`src/rtl/ssd_pkg.sv`:
```
// Shared constants for the 7-segment capture block: active-low segment patterns
// (bit0=a .. bit6=g) and the number of multiplexed digits.
package ssd_pkg;

  localparam int NUM_DIGITS = 4;

  localparam logic [6:0] SEG_BLANK = 7'h7F;
  localparam logic [6:0] SEG_0     = 7'h40;
  localparam logic [6:0] SEG_1     = 7'h79;
  localparam logic [6:0] SEG_2     = 7'h24;
  localparam logic [6:0] SEG_3     = 7'h30;
  localparam logic [6:0] SEG_4     = 7'h19;
  localparam logic [6:0] SEG_5     = 7'h12;
  localparam logic [6:0] SEG_6     = 7'h02;
  localparam logic [6:0] SEG_7     = 7'h78;
  localparam logic [6:0] SEG_8     = 7'h00;
  localparam logic [6:0] SEG_9     = 7'h10;

  // Result of classifying one segment pattern.
  typedef struct packed {
    logic [3:0] value;
    logic       is_digit;
    logic       is_blank;
  } seg_class_t;

endpackage

```
`src/rtl/ssd_pattern_dec.sv`:
```
// Combinational inverse of a HEX digit decoder: maps an active-low segment
// pattern back to its decimal value and classifies it as digit, blank or illegal.
module ssd_pattern_dec
  import ssd_pkg::*;
(
  input  logic [6:0] seg_n,
  output logic [3:0] value,
  output logic       is_digit,
  output logic       is_blank
);

  seg_class_t cls;

  // NOTE: every output of a combinational block gets a default first, so no
  // path through the case can leave a signal unassigned and infer a latch.
  always_comb begin
    cls.value    = 4'd0;
    cls.is_digit = 1'b1;
    cls.is_blank = 1'b0;
    case (seg_n)
      SEG_0:     cls.value = 4'd0;
      SEG_1:     cls.value = 4'd1;
      SEG_2:     cls.value = 4'd2;
      SEG_3:     cls.value = 4'd3;
      SEG_4:     cls.value = 4'd4;
      SEG_5:     cls.value = 4'd5;
      SEG_6:     cls.value = 4'd6;
      SEG_7:     cls.value = 4'd7;
      SEG_8:     cls.value = 4'd8;
      SEG_9:     cls.value = 4'd9;
      SEG_BLANK: begin
        cls.is_digit = 1'b0;
        cls.is_blank = 1'b1;
      end
      default:   cls.is_digit = 1'b0;
    endcase
  end

  assign value    = cls.value;
  assign is_digit = cls.is_digit;
  assign is_blank = cls.is_blank;

endmodule

```
`src/rtl/ssd_capture.sv`:
```
// Samples a multiplexed active-low 7-segment bus, waits for a stable dwell on a
// single digit, and reconstructs the value shown on each digit; flags illegal
// patterns and a dead scan.
module ssd_capture
  import ssd_pkg::*;
#(
  parameter int STABLE_CYCLES = 4,
  parameter int TIMEOUT       = 1024
) (
  input  logic                      clk,
  input  logic                      rst,
  input  logic [6:0]                seg_n,
  input  logic [NUM_DIGITS-1:0]     an_n,
  output logic [4*NUM_DIGITS-1:0]   digits,
  output logic [NUM_DIGITS-1:0]     valid,
  output logic                      upd,
  output logic                      err,
  output logic                      stale
);

  localparam int SW = $clog2(STABLE_CYCLES + 1);
  localparam int TW = $clog2(TIMEOUT);
  localparam logic [SW-1:0] STAB_MAX = SW'(STABLE_CYCLES);
  localparam logic [TW-1:0] TMO_MAX  = TW'(TIMEOUT - 1);

  // Sample register and the sample before it.
  logic [6:0]            seg_d, seg_q;
  logic [NUM_DIGITS-1:0] an_d, an_q;
  logic [6:0]            prev_seg_d, prev_seg_q;
  logic [NUM_DIGITS-1:0] prev_an_d, prev_an_q;

  logic [SW-1:0] stab_d, stab_q;
  logic [TW-1:0] tmo_d, tmo_q;

  logic [NUM_DIGITS-1:0][3:0] digits_d, digits_q;
  logic [NUM_DIGITS-1:0]      valid_d, valid_q;
  logic                       upd_d, upd_q;
  logic                       err_d, err_q;
  logic                       stale_d, stale_q;

  logic [3:0] dec_value;
  logic       dec_is_digit;
  logic       dec_is_blank;

  logic       qualified;
  logic       same;
  logic       capture;
  logic [1:0] active_idx;

  ssd_pattern_dec u_dec (
    .seg_n    (seg_q),
    .value    (dec_value),
    .is_digit (dec_is_digit),
    .is_blank (dec_is_blank)
  );

  always_comb begin
    qualified  = ($countones(~an_q) == 1);
    same       = (seg_q == prev_seg_q) && (an_q == prev_an_q);
    active_idx = 2'd0;
    for (int i = 0; i < NUM_DIGITS; i++) begin
      if (!an_q[i]) active_idx = 2'(i);
    end
  end

  // Stability counter; a dwell captures once, when the count first reaches
  // STAB_MAX (a changed sample always starts a new dwell, even at STAB_MAX=1).
  always_comb begin
    seg_d      = seg_n;
    an_d       = an_n;
    prev_seg_d = seg_q;
    prev_an_d  = an_q;

    if (!qualified)           stab_d = '0;
    else if (!same)           stab_d = SW'(1);
    else if (stab_q == STAB_MAX) stab_d = stab_q;
    else                      stab_d = stab_q + SW'(1);

    capture = qualified && (stab_d == STAB_MAX) && !(same && (stab_q == STAB_MAX));
  end

  // Output registers and the dead-scan timeout; capture wins over expiry.
  always_comb begin
    digits_d = digits_q;
    valid_d  = valid_q;
    err_d    = err_q;
    upd_d    = 1'b0;
    stale_d  = 1'b0;
    tmo_d    = tmo_q + TW'(1);

    if (capture) begin
      upd_d               = 1'b1;
      tmo_d               = '0;
      valid_d[active_idx] = dec_is_digit;
      if (dec_is_digit) digits_d[active_idx] = dec_value;
      if (!dec_is_digit && !dec_is_blank) err_d = 1'b1;
    end else if (tmo_q == TMO_MAX) begin
      tmo_d   = '0;
      valid_d = '0;
      stale_d = 1'b1;
    end
  end

  // NOTE: state is updated with non-blocking assignments only, and the reset
  // covers every flop, including the sample registers, so a dwell interrupted
  // by reset cannot complete afterwards.
  always_ff @(posedge clk) begin
    if (rst) begin
      seg_q      <= '0;
      an_q       <= '0;
      prev_seg_q <= '0;
      prev_an_q  <= '0;
      stab_q     <= '0;
      tmo_q      <= '0;
      digits_q   <= '0;
      valid_q    <= '0;
      upd_q      <= 1'b0;
      err_q      <= 1'b0;
      stale_q    <= 1'b0;
    end else begin
      seg_q      <= seg_d;
      an_q       <= an_d;
      prev_seg_q <= prev_seg_d;
      prev_an_q  <= prev_an_d;
      stab_q     <= stab_d;
      tmo_q      <= tmo_d;
      digits_q   <= digits_d;
      valid_q    <= valid_d;
      upd_q      <= upd_d;
      err_q      <= err_d;
      stale_q    <= stale_d;
    end
  end

  assign digits = digits_q;
  assign valid  = valid_q;
  assign upd    = upd_q;
  assign err    = err_q;
  assign stale  = stale_q;

endmodule

```
`config.mk`:
```
export PLATFORM = sky130hd
export DESIGN_NAME = ssd_capture
export DESIGN_NICKNAME = d
export VERILOG_FILES = /design/src/rtl/ssd_pkg.sv /design/src/rtl/ssd_pattern_dec.sv /design/src/rtl/ssd_capture.sv
export SDC_FILE = /design/constraint.sdc
export NUM_CORES = 1
export LEC_CHECK = 0
export ABC_CLOCK_PERIOD_IN_PS = 7100
export BUFFER_PORTS_ARGS = -buffer_cell sky130_fd_sc_hd__buf_2
export CORE_MARGIN = 2
export CORE_UTILIZATION = 60
export DETAILED_ROUTE_END_ITERATION = 6
export PLACE_DENSITY = 0.83
export SLEW_MARGIN = 20
export SYNTH_ARGS = -nofsm -noshare
export SYNTH_HDL_FRONTEND = slang
export SYNTH_SLANG_ARGS = --single-unit
```
`constraint.sdc`:
```
create_clock -name clk -period 7.1 [get_ports clk]
set_input_delay 1.42 -clock clk [delete_from_list [all_inputs] [get_ports clk]]
set_output_delay 1.42 -clock clk [all_outputs]
set_load 0.02 [all_outputs]
```
==> flow_summary.toml <==
[sta]
min_period_ps = 3220
slew_headroom = 0.564
final.setup_skew_ps = 10.5
slew_viol_final = 0
timing.final.crit_share = 0.453
fmax_ghz = 0.311
setup_viol = 0
hold_viol = 0
worst_pin_slew_ps = 648
finalSetupTns_ps = 0
rsz0062_at_grt = "no"
timing.hold.ws_ps = 449

[setup_path]
crit_family = "adder cells"
cpPeakStageDelay_ps = 580
crit_required_ps = 7380
crit_top_cell = "ha_1"
reg2regPathDepth = 9
cp_cell_sequence = "fa_1 -> inv_1 -> ha_1 -> ha_1 -> nor3b_1 -> o2111ai_1 -> or4_1 -> a211oi_2 -> mux2i_1"
setup.worst_path.start_class = "flip-flop"
end_kind = "flip-flop"
cpMaxStageDelayCell = "or4_1"
reg2reg_to = "digits[3]"
critical_path_class = "reg2reg"
cp.arrival_ps = 3500
reg2reg_from = "an_q[1]"
r2r_setup_slack_ps = 3880
crit_fanout = 7
crit_buf_inv = 1

[final_layout]
n_antenna_cell = 0
finalCoreUtilization = 0.716
mostFrequentLayoutCell = "dfxtp_1"
fin_nets = 317
final_cell_mix = "dfxtp_1, buf_2, nand2_1, nor2b_1, nor2_1"
drive_above_1_share = 0.175
syn2layout_area_growth_pct = 14.7
stdcell_area_sq_mm = 0.00289
finalNonFillerCells = 352

[clocking]
htree_levels = 3
post_cts_resized = 0
cts_tree = "done"
numCtsBuffers = 9
root_buffer = "clkbuf_8"
clock-sinks = 58
clkLatencyLatePin_ps = 350
clk_pin_slew_ps = 70
clk_path_buf_depth = 2
cts_hold_buffers = 0
cts_setup_buffers = 0

[global_route]
first_global_vias = 1826
grt_usage = 0.241
antenna_found_initial = 0
overflow = 0
grt_max_degree = 36
grt_pass1_wl_um = 8090

[placement]
dp_hpwl_um = 3440
place_area_sq_mm = 0.00268
dp.cells = 337
place.gp.congestion = 0.814
numPortBuffers = 35

[floorplanning]
die_w_um = 68.7
num_io_pins = 36
core-area_sq_mm = 0.00403
dieArea_sq_mm = 0.00473
die_h_um = 68.7
fp-row-count = 23
start_util = 0.624

[drt]
detail_route.vias_per_cell = 5.65
firstDrtPassIters = 4
drt_iter0_drc = 108
routed_wl_um = 5090
antenna_left = 0
via_count = 1988
routedWlPerCell_um = 14.5
drc = 0

[logic_synthesis]
synth_cells = 267
async_flop_share = 0
ys_ff_latch = 58
synthFlopType = "dfxtp_1"
synth-edff-count = 0
synth_area_per_cell_sq_um = 9.42
ys_seq_area_frac = 0.462
syn_area_sq_mm = 0.00251
ys_types = 48
synth_nets = 286
yosys_warnings = 0

[flow_run]
max_cap_viol_count = 0

[hold_path]
min_path_cells = 2
hold_end = "err"
min_from = "err"
hold_path.class = "reg2reg"

[status]
status = "complete, no violations"

[power_and_ir_drop]
p_switching_uw = 162
pwr-share-comb = 0.066
powerDensity_mw_per_mm2 = 244
pwr-share-seq = 0.489
p_leak_nw = 1.21
pwr-share-clk = 0.445
internal_power_uw = 542
switching_share = 0.231
vdd_drop_max_mv = 0.202
[synth_stat cells (3+ instances only)]
cell	number	area [sq um]
dfxtp_1	58	1160
nand2_1	28	105
nor2b_1	22	138
nor2_1	20	75.1
mux2i_1	14	140
xnor2_1	10	87.6
xor2_1	10	87.6
clkbuf_1	9	33.8
inv_1	8	30.0
nand3_1	7	35.0
o21ai_0	7	35.0
nor3_1	6	30.0
ha_1	5	62.6
nand4_1	5	31.3
nor4_1	5	31.3
o32ai_1	5	43.8
nor3b_1	4	30.0
buf_2	3	15.0
o211ai_1	3	22.5
or4_1	3	22.5
[through the flow]
stage	worst slack, ps	power [mW]
2_1_floorplan	4210	0.386
3_3_place_gp	4030	0.395
3_5_place_dp	3910	0.397
4_1_cts	3910	0.706
5_1_grt	3680	0.727
6_report	3880	0.704
[power by group through the flow]
stage / combinational [mW] / sequential (mW) / clock (mW)
6_report: 0.0466 / 0.344 / 0.313
2_1_floorplan: 0.0405 / 0.345 / 0
5_1_grt: 0.0520 / 0.345 / 0.329
3_5_place_dp: 0.0460 / 0.351 / 0
3_3_place_gp: 0.0440 / 0.351 / 0
4_1_cts: 0.0464 / 0.344 / 0.316
[state kept, by name, indices dropped and copies added (netlist names)]
signal	count
valid	4
upd	1
stale	1
stab_q	3
tmo_q	10
prev_seg_q	7
digits	16
prev_seg_d	7
err	1
prev_an_q	4
an_q	4
[how the worst max path moves through the flow]
stage	depth (start not counted)	to	startpoint
finish	9	digits[3]	an_q[1]
global route	9	digits[0]	an_q[1]
CTS	9	digits[3]	an_q[1]
detailed placement	9	digits[3]	an_q[1]
global placement	4	tmo_q[6]	rst
floorplan	10	digits[3]	an_q[1]
[kinds of logic (layout without fill, tap and decap cells)]
group,after synthesis,after routing,share of synthesized area
flops,58,58,0.462
mux,14,14,0.0557
fa+ha+maj,6,6,0.0328
buf+inv,23,58,0.0403
xor+xnor,20,20,0.0696
simple gates,116,116,0.253
compound gates,30,30,0.0871
[area by class of cell]
cell class | count | area (sq um)
Inverter | 8 | 30.0
Tap cell | 50 | 62.6
Sequential cell | 58 | 1160
Timing Repair Buffer | 35 | 175
Multi-Input combinational cell | 186 | 1250
Fill cell | 343 | 1140
Clock buffer | 13 | 169
Clock inverter | 2 | 35.0
[per-layer routing]
| metal | track usage | up-vias | share of wire | wire length (um) |
|---|---|---|---|---|
| li1 | - | 990 | - | - |
| met1 | 0.282 | 938 | 0.45 | 2280 |
| met2 | 0.387 | 51 | 0.48 | 2470 |
| met3 | 0.0942 | 9 | 0.048 | 242 |
| met4 | 0.113 | 0 | 0.020 | 104 |
| met5 | 0 | - | 0 | 0 |
[worst reg2reg max path: cells and delay by family, from the launching register on]
family / cells / cell delay (ps)
AND/OR/NAND/NOR: 2 / 980
adder cells (fa/ha/maj): 3 / 980
multiplexers: 1 / 210
flip-flops: 1 / 380
buffers and inverters: 1 / 40
AO/OA/AOI/OAI: 2 / 560
(Power assumes the default switching activity.)
